$ cat config.mk
export PLATFORM = sky130hd
export DESIGN_NAME = image_receiver
export DESIGN_NICKNAME = d
export VERILOG_FILES = /design/src/rtl/image_receiver.sv
export SDC_FILE = /design/constraint.sdc
export NUM_CORES = 1
export LEC_CHECK = 0
export BUFFER_PORTS_ARGS = -buffer_cell sky130_fd_sc_hd__buf_2
export CORE_ASPECT_RATIO = 1.5
export CORE_MARGIN = 4
export CORE_UTILIZATION = 30
export CTS_BUF_LIST = sky130_fd_sc_hd__clkbuf_16
export DETAILED_ROUTE_END_ITERATION = 16
export PLACE_DENSITY = 0.51
export SLEW_MARGIN = 20
export SYNTH_ARGS = -nofsm -noshare
export SYNTH_HDL_FRONTEND = slang
export SYNTH_SLANG_ARGS = --single-unit
$ cat constraint.sdc
create_clock -name clk -period 2.48 [get_ports clk]
set_input_delay 0.744 -clock clk [delete_from_list [all_inputs] [get_ports clk]]
set_output_delay 0.744 -clock clk [all_outputs]
set_load 0.02 [all_outputs]
$ cat src/rtl/image_receiver.sv
// UART image-link receiver: 8N1 byte RX, gap + marker framing, RGB444 pixel writes.
// Optional stop-bit framing check enabled by defining IMAGE_RX_FRAMING_CHECK_EN.
//
// rx state | meaning
// RX_IDLE  | waiting for falling edge of start bit
// RX_START | half-bit wait, confirm start bit low
// RX_DATA  | 8 data samples, LSB first
// RX_STOP  | stop-bit sample, emits byte_valid
// RX_WAIT  | bad stop bit, wait for line high
//
// fr state | meaning
// HUNT     | discard bytes until an idle gap
// ARMED    | gap seen, expect marker byte 0x00
// MARK_LO  | expect marker byte 0x0A
// PIX_HI   | expect pixel high byte {4'h0, r}
// PIX_LO   | expect pixel low byte {g, b}, write pixel
module image_receiver #(
  parameter int NUM_PIXELS  = 76800,
  parameter int BAUD_RATE   = 115200,
  parameter int CLOCK_SPEED = 50_000_000,
  parameter int IDLE_CYCLES = 50000
) (
  input  logic        clk,
  input  logic        rst,
  input  logic        uart_in,
  output logic        wr_en,
  output logic [16:0] wr_addr,
  output logic [11:0] wr_data,
  output logic        frame_done,
  output logic        frame_err,
  output logic        busy
);

  localparam int CLKS_PER_BIT = CLOCK_SPEED / BAUD_RATE;
  localparam int TW = $clog2(CLKS_PER_BIT + 1);
  localparam int IW = $clog2(IDLE_CYCLES + 1);
  localparam logic [TW-1:0] BIT_LAST  = TW'(CLKS_PER_BIT - 1);
  localparam logic [TW-1:0] HALF_LAST = TW'(CLKS_PER_BIT / 2 - 1);
  localparam logic [IW-1:0] IDLE_MAX  = IW'(IDLE_CYCLES);
  localparam logic [16:0]   ADDR_LAST = 17'(NUM_PIXELS - 1);

  typedef enum logic [2:0] {RX_IDLE, RX_START, RX_DATA, RX_STOP, RX_WAIT} rx_state_t;
  typedef enum logic [2:0] {HUNT, ARMED, MARK_LO, PIX_HI, PIX_LO} fr_state_t;

  logic rx_meta, rx_sync, rx_prev;
  logic [IW-1:0] idle_cnt;
  logic gap;

  always_ff @(posedge clk) begin
    if (rst) begin
      rx_meta  <= 1'b1;
      rx_sync  <= 1'b1;
      rx_prev  <= 1'b1;
      idle_cnt <= '0;
    end else begin
      rx_meta <= uart_in;
      rx_sync <= rx_meta;
      rx_prev <= rx_sync;
      if (!rx_sync)
        idle_cnt <= '0;
      else if (idle_cnt != IDLE_MAX)
        idle_cnt <= idle_cnt + 1'b1;
    end
  end

  assign gap = (idle_cnt == IDLE_MAX);

  rx_state_t rx_state, rx_next;
  logic [TW-1:0] tmr, tmr_n;
  logic [2:0] bit_cnt, bit_n;
  logic [7:0] rx_byte, byte_n;
  logic byte_valid, valid_n;
  logic accept, bad;

  always_ff @(posedge clk) begin
    if (rst) begin
      rx_state   <= RX_IDLE;
      tmr        <= '0;
      bit_cnt    <= '0;
      rx_byte    <= '0;
      byte_valid <= 1'b0;
    end else begin
      rx_state   <= rx_next;
      tmr        <= tmr_n;
      bit_cnt    <= bit_n;
      rx_byte    <= byte_n;
      byte_valid <= valid_n;
    end
  end

`ifdef IMAGE_RX_FRAMING_CHECK_EN
  logic stop_ok, stop_n;

  always_ff @(posedge clk) begin
    if (rst) stop_ok <= 1'b1;
    else     stop_ok <= stop_n;
  end

  assign accept = byte_valid & stop_ok;
  assign bad    = byte_valid & ~stop_ok;
`else
  assign accept = byte_valid;
  assign bad    = 1'b0;
`endif

  always_comb begin
    rx_next = rx_state;
    tmr_n   = tmr;
    bit_n   = bit_cnt;
    byte_n  = rx_byte;
    valid_n = 1'b0;
`ifdef IMAGE_RX_FRAMING_CHECK_EN
    stop_n  = stop_ok;
`endif
    case (rx_state)
      RX_IDLE: begin
        if (rx_prev && !rx_sync) begin
          rx_next = RX_START;
          tmr_n   = HALF_LAST;
        end
      end
      RX_START: begin
        if (tmr == '0) begin
          rx_next = rx_sync ? RX_IDLE : RX_DATA;
          tmr_n   = BIT_LAST;
          bit_n   = '0;
        end else tmr_n = tmr - 1'b1;
      end
      RX_DATA: begin
        if (tmr == '0) begin
          byte_n = {rx_sync, rx_byte[7:1]};
          tmr_n  = BIT_LAST;
          bit_n  = bit_cnt + 1'b1;
          if (bit_cnt == 3'd7) rx_next = RX_STOP;
        end else tmr_n = tmr - 1'b1;
      end
      RX_STOP: begin
        if (tmr == '0) begin
          valid_n = 1'b1;
`ifdef IMAGE_RX_FRAMING_CHECK_EN
          stop_n  = rx_sync;
          rx_next = rx_sync ? RX_IDLE : RX_WAIT;
`else
          rx_next = RX_IDLE;
`endif
        end else tmr_n = tmr - 1'b1;
      end
      RX_WAIT: if (rx_sync) rx_next = RX_IDLE;
      default: rx_next = RX_IDLE;
    endcase
  end

  fr_state_t fr_state, fr_next;
  logic [3:0]  hi, hi_n;
  logic [16:0] addr_n;
  logic [11:0] data_n;
  logic wr_en_n, done_n, err_n, busy_n;

  always_ff @(posedge clk) begin
    if (rst) begin
      fr_state   <= HUNT;
      hi         <= '0;
      wr_en      <= 1'b0;
      wr_addr    <= '0;
      wr_data    <= '0;
      frame_done <= 1'b0;
      frame_err  <= 1'b0;
      busy       <= 1'b0;
    end else begin
      fr_state   <= fr_next;
      hi         <= hi_n;
      wr_en      <= wr_en_n;
      wr_addr    <= addr_n;
      wr_data    <= data_n;
      frame_done <= done_n;
      frame_err  <= err_n;
      busy       <= busy_n;
    end
  end

  always_comb begin
    fr_next = fr_state;
    hi_n    = hi;
    addr_n  = wr_addr;
    data_n  = wr_data;
    wr_en_n = 1'b0;
    done_n  = 1'b0;
    err_n   = 1'b0;
    busy_n  = busy;
    // Address advances the cycle after its write so it stays stable during wr_en.
    if (wr_en && !frame_done) addr_n = wr_addr + 1'b1;
    if (gap) begin
      fr_next = ARMED;
      if (busy) begin
        err_n  = 1'b1;
        busy_n = 1'b0;
      end
    end else if (bad) begin
      fr_next = HUNT;
      if (busy) begin
        err_n  = 1'b1;
        busy_n = 1'b0;
      end
    end else if (accept) begin
      case (fr_state)
        HUNT:  fr_next = HUNT;
        ARMED: fr_next = (rx_byte == 8'h00) ? MARK_LO : HUNT;
        MARK_LO: begin
          if (rx_byte == 8'h0A) begin
            addr_n  = '0;
            busy_n  = 1'b1;
            fr_next = PIX_HI;
          end else fr_next = HUNT;
        end
        PIX_HI: begin
          if (rx_byte[7:4] == 4'h0) begin
            hi_n    = rx_byte[3:0];
            fr_next = PIX_LO;
          end else begin
            err_n   = 1'b1;
            busy_n  = 1'b0;
            fr_next = HUNT;
          end
        end
        PIX_LO: begin
          wr_en_n = 1'b1;
          data_n  = {hi, rx_byte};
          if (wr_addr == ADDR_LAST) begin
            done_n  = 1'b1;
            busy_n  = 1'b0;
            fr_next = HUNT;
          end else fr_next = PIX_HI;
        end
        default: fr_next = HUNT;
      endcase
    end
  end

endmodule
* After elaboration in Yosys (flattened, before gate mapping) *
Index checks and enable logic that the tools add are counted.

storage, ports and cells
  register bits after elaboration = 83
  bits of input ports = 3
  output and inout port bits = 33
  word-level logic and storage cells = 113

cells by class
  add/sub/neg operators = 4
  equal/unequal tests = 23
  multiplexer cells = 38
  bitwise logic cells = 5
  reduce and logical (&&, ||, !) cells = 25

operators by type and width
  operator                                                            count
  17-bit 2-to-1 mux                                                   5
  9-bit 2-to-1 mux                                                    3
  9-bit case mux with 3 select lines                                  1
  3-bit 2-to-1 mux                                                    8
  2-bit != test, second input constant                                10
  17-bit by 1-bit adder with 17-bit output, second input constant     1
  17-bit == test, second input constant                               1
  16-bit by 1-bit adder with 16-bit output, second input constant     1
  16-bit == test, second input constant                               1
  16-bit != test, second input constant                               1
  3-bit case mux with 5 select lines                                  1
  1-bit 2-to-1 mux                                                    13
  3-bit by 2-bit == test with 1-bit output, second input constant     4
  3-bit case mux with 4 select lines                                  1
  3-bit == test, second input constant                                3
  9-bit zero test                                                     1
  3-bit AND reduction                                                 3
  9-bit by 1-bit subtractor with 9-bit output, second input constant  1
  8-bit by 4-bit == test with 1-bit output, second input constant     1
  8-bit zero test                                                     1
  2-bit 2-to-1 mux                                                    4
  2-bit OR reduction                                                  4
  3-bit by 1-bit == test with 1-bit output, second input constant     2
  3-bit case mux with 2 select lines                                  1
  other kinds (15)                                                    23

* Depth between registers and ports, before layout *
  depth in word-level cells = 7
  gate-level depth with buffers = 8
  gate-level depth less buffers = 6

* Worst setup path after synthesis *
Ideal clock, no wire load.

  path kind = reg-to-reg
  from = reg tmr[0]
  to = reg tmr[5]
  setup time = 0.132 ns
  arrival = 1.773 ns
  data required time = 2.348 ns
  path slack = 0.576 ns
  stages on the path, launching flop included = 7
  buffers on the path = 0
  period minus slack after synthesis = 1.904 ns
  cells stage by stage = dfxtp_1 > inv_1 > ha_1 > or4b_4 > mux2_2 > a221oi_1 > nor3_1

between the ends
  cells in the longest elaborated chain, start to end = 3
  elaborated cells on any way between the ends = 7
  those cells by class = 1 x add/sub; 1 x eq/ne; 3 x mux; 2 x reduce/logical

ends and longest elaborated chain
  element                                                                         RTL line  source
  from (decl)                                                                     69        logic [TW-1:0] tmr, tmr_n;
  from (signal assigned)                                                          84        tmr <= tmr_n;
  9-bit by 1-bit subtractor with 9-bit output or 9-bit zero test (tied branches)  --
  9-bit 2-to-1 mux (tied with other cells)                                        138       if (tmr == '0) begin
  9-bit case mux with 3 select lines or 3-bit AND reduction (tied branches)       --

Parallel ways exist; a longest one is shown, timed or not. The select of a mux whose other input is x is not followed.
A chain may end at the register's enable or synchronous reset.

* Final worst setup path *
  from = reg tmr[0]
  to = reg tmr[2]

Same word-level chain as after synthesis.

==> impl_metrics.tcl <==
set metrics [dict create \
    p_seq_share_pct 45.2 \
    period_share_pct 84.71 \
    yosys_warnings 0 \
    fin_ws_ns 0.3792 \
    grt_max_degree 23 \
    p_sw_uw 898.5 \
    worst_pin_slew_ns 0.5324 \
    r2r_start "tmr[0]$_SDFFE_PP0P_" \
    drv_slew 0 \
    ctsResizeCount 0 \
    critPathKind "flip-flop to flip-flop" \
    max_clock_freq_mhz 476.0 \
    cts_tree "built" \
    dp_hpwl_um 6535 \
    track_usage_pct 12.91 \
    regArea_mm2 0.001642 \
    period_needed_ns 2.101 \
    rows 50 \
    dpl-instance-area_mm2 0.004182 \
    die_area_mm2 0.01472 \
    clk_path_buf_depth 2 \
    fin_area_mm2 0.004454 \
    antenna_found_initial 0 \
    drv_cap 0 \
    yosysSeqAreaShare_pct 42.71 \
    ios 36 \
    htreeDepth 3 \
    leakage_uw 0.001702 \
    swShare_pct 28.63 \
    relSlewSlack_pct 64.51 \
    grt_pass1_vias 3181 \
    via_per_inst 5.134 \
    io_buffers 35 \
    whs_endpoint "rx_sync$_SDFF_PP1_" \
    wl_per_cell_um 14.45 \
    critPathLaunchType "flip-flop" \
    die_w_um 100.4 \
    dr_total_vias 3188 \
    status "complete, no violations" \
    finalNonFillerCells 621 \
    utilization_pct 35.60 \
    layout.nets 473 \
    clk-insertion-delay-late_ns 0.33 \
    grt_pass1_wl_um 15440 \
    overflow 0 \
    critPathRequiredTime_ns 2.70 \
    arrival_ns 2.32 \
    wl_um 8972 \
    cts_setup_buffers 0 \
    cts_made_buffers 9 \
    worstSetupStartpoint "tmr[0]$_SDFFE_PP0P_" \
    fillCellCount 1309 \
    async_flop_share_pct 0 \
    clk_root_buffer_cell "clkbuf_16" \
    yosys_register_bits 82 \
    peakVddDrop_v 0.0002927 \
    rsz0062_at_grt "no" \
    start_util_pct 30.72 \
    syn_nets 437 \
    hold_depth 1 \
    chipHeight_um 146.6 \
    clkTransAtPathRegs_ns 0.06 \
    hold_path.startpoint "rx_meta$_SDFF_PP1_" \
    gp_congestion 0.8356 \
    p_int_uw 2240 \
    powerDensity_mw_per_mm2 704.7 \
    synth.avg_cell_area_um2 9.065 \
    fp.coreArea_mm2 0.01251 \
    synth_flop_cell "dfxtp_1" \
    hp-class "flip-flop to flip-flop" \
    endpoint_kind "flip-flop" \
    hold_viol 0 \
    numClockSinks 82 \
    crit_fanout 8 \
    reg2reg_depth 7 \
    drc 0 \
    setup_tns_ns 0 \
    ys_types 64 \
    multi_input_area_mm2 0.002031 \
    drive_gt1_share_pct 16.99 \
    dr.pass1.iters 4 \
    p_clk_share_pct 38.8 \
    mostFrequentLayoutCells "dfxtp_1 (82), nor2_1 (51), buf_2 (35)" \
    synthCells 424 \
    drt_iter0_markers 145 \
    timing.rr.end "tmr[2]$_SDFFE_PP0P_" \
    synth-edff-count 0 \
    diodes 0 \
    fin_skew_ns 0.007031 \
    dp_slack_ns 0.4187 \
    p_comb_share_pct 16.0 \
    netlist_area_mm2 0.003844 \
    syn_to_final_growth_pct 15.89 \
    cts_hold_buffers 0 \
    setup_violations 0 \
    reg2reg_slack_ns 0.38 \
    final_common_cell "dfxtp_1" \
    dp.cells 605 \
    antenna_left 0 \
]
==> layout make-up <==
cell class                      count  share of cell area, %
Tap cell                          156                  4.382
Timing Repair Buffer               45                  5.618
Multi-Input combinational cell    305                  45.59
Sequential cell                    82                  36.85
Clock buffer                        9                  5.056
Clock inverter                      7                  1.067
Inverter                           17                  1.433
==> power by group through the flow <==
stage	logic [µW]	clock network [µW]	registers, µW
finish	502	1220	1420
global route	559	1330	1430
CTS	499	1280	1420
detailed placement	498	0	1440
global placement	495	0	1450
floorplan	372	0	1430
==> state kept, by name (all words and copies together), names as in the netlist, 2 cells and up <==
register  cells
idle_cnt     16
hi            4
wr_data      12
rx_state      2
fr_state      3
tmr           9
rx_byte       8
wr_addr      17
bit_cnt       3
==> logic make-up after synthesis <==
group                    after synthesis  synth area share (%)
adder cells (fa/ha/maj)               10                 3.255
buffers and inverters                 37                 4.460
AND/OR/NAND/NOR                      174                 24.93
XOR/XNOR                              20                 4.557
AO/OA/AOI/OAI                         75                 13.28
flip-flops                            82                 42.71
multiplexers                          26                 6.803
==> synth_stat cells, types with 5 or more instances <==
cell type,n,area [µm²]
a21oi_1,19,95.09
a311oi_1,6,52.55
a31o_2,6,52.55
and3_1,5,31.28
and4_1,5,43.79
clkbuf_1,13,48.80
dfxtp_1,82,1642
ha_1,10,125.1
inv_1,16,60.06
mux2i_1,25,250.2
nand2_1,32,120.1
nand3_1,11,55.05
nand4_1,13,81.33
nor2_1,51,191.4
nor3_1,9,45.04
o21ai_0,14,70.07
or3_1,8,50.05
xor2_1,17,148.9
==> worst max path at each step <==
stage	endpoint	slack, ns
after floorplan	tmr[5]$_SDFFE_PP0P_	0.58
after CTS	tmr[2]$_SDFFE_PP0P_	0.42
after global placement	tmr[5]$_SDFFE_PP0P_	0.48
after global routing	tmr[6]$_SDFFE_PP0P_	0.13
final	tmr[2]$_SDFFE_PP0P_	0.38
after detailed placement	tmr[5]$_SDFFE_PP0P_	0.42
==> per-stage QoR <==
| stage | hold slack (ns) | total power (µW) |
|---|---|---|
| 2_1_floorplan | 0.3895 | 1799 |
| 3_3_place_gp | 0.3970 | 1941 |
| 3_5_place_dp | 0.3972 | 1942 |
| 4_1_cts | 0.4125 | 3191 |
| 5_1_grt | 0.4407 | 3313 |
| 6_report | 0.4100 | 3139 |
==> worst max-delay path, cell delays in order (launching register included) <==
cell	delay, ns
dfxtp_1	0.40
inv_1	0.08
ha_1	0.29
nor4b_1	0.18
buf_4	0.16
a32oi_1	0.42
o21ai_0	0.17
a32o_1	0.29
==> metal layers <==
metal	routed length, µm	GRT usage (%)
met1	3988	15.38
met2	4558	22.38
met3	276	2.677
met4	148	4.922
met5	0	0
Note: power is estimated with default switching activity, not from simulation.
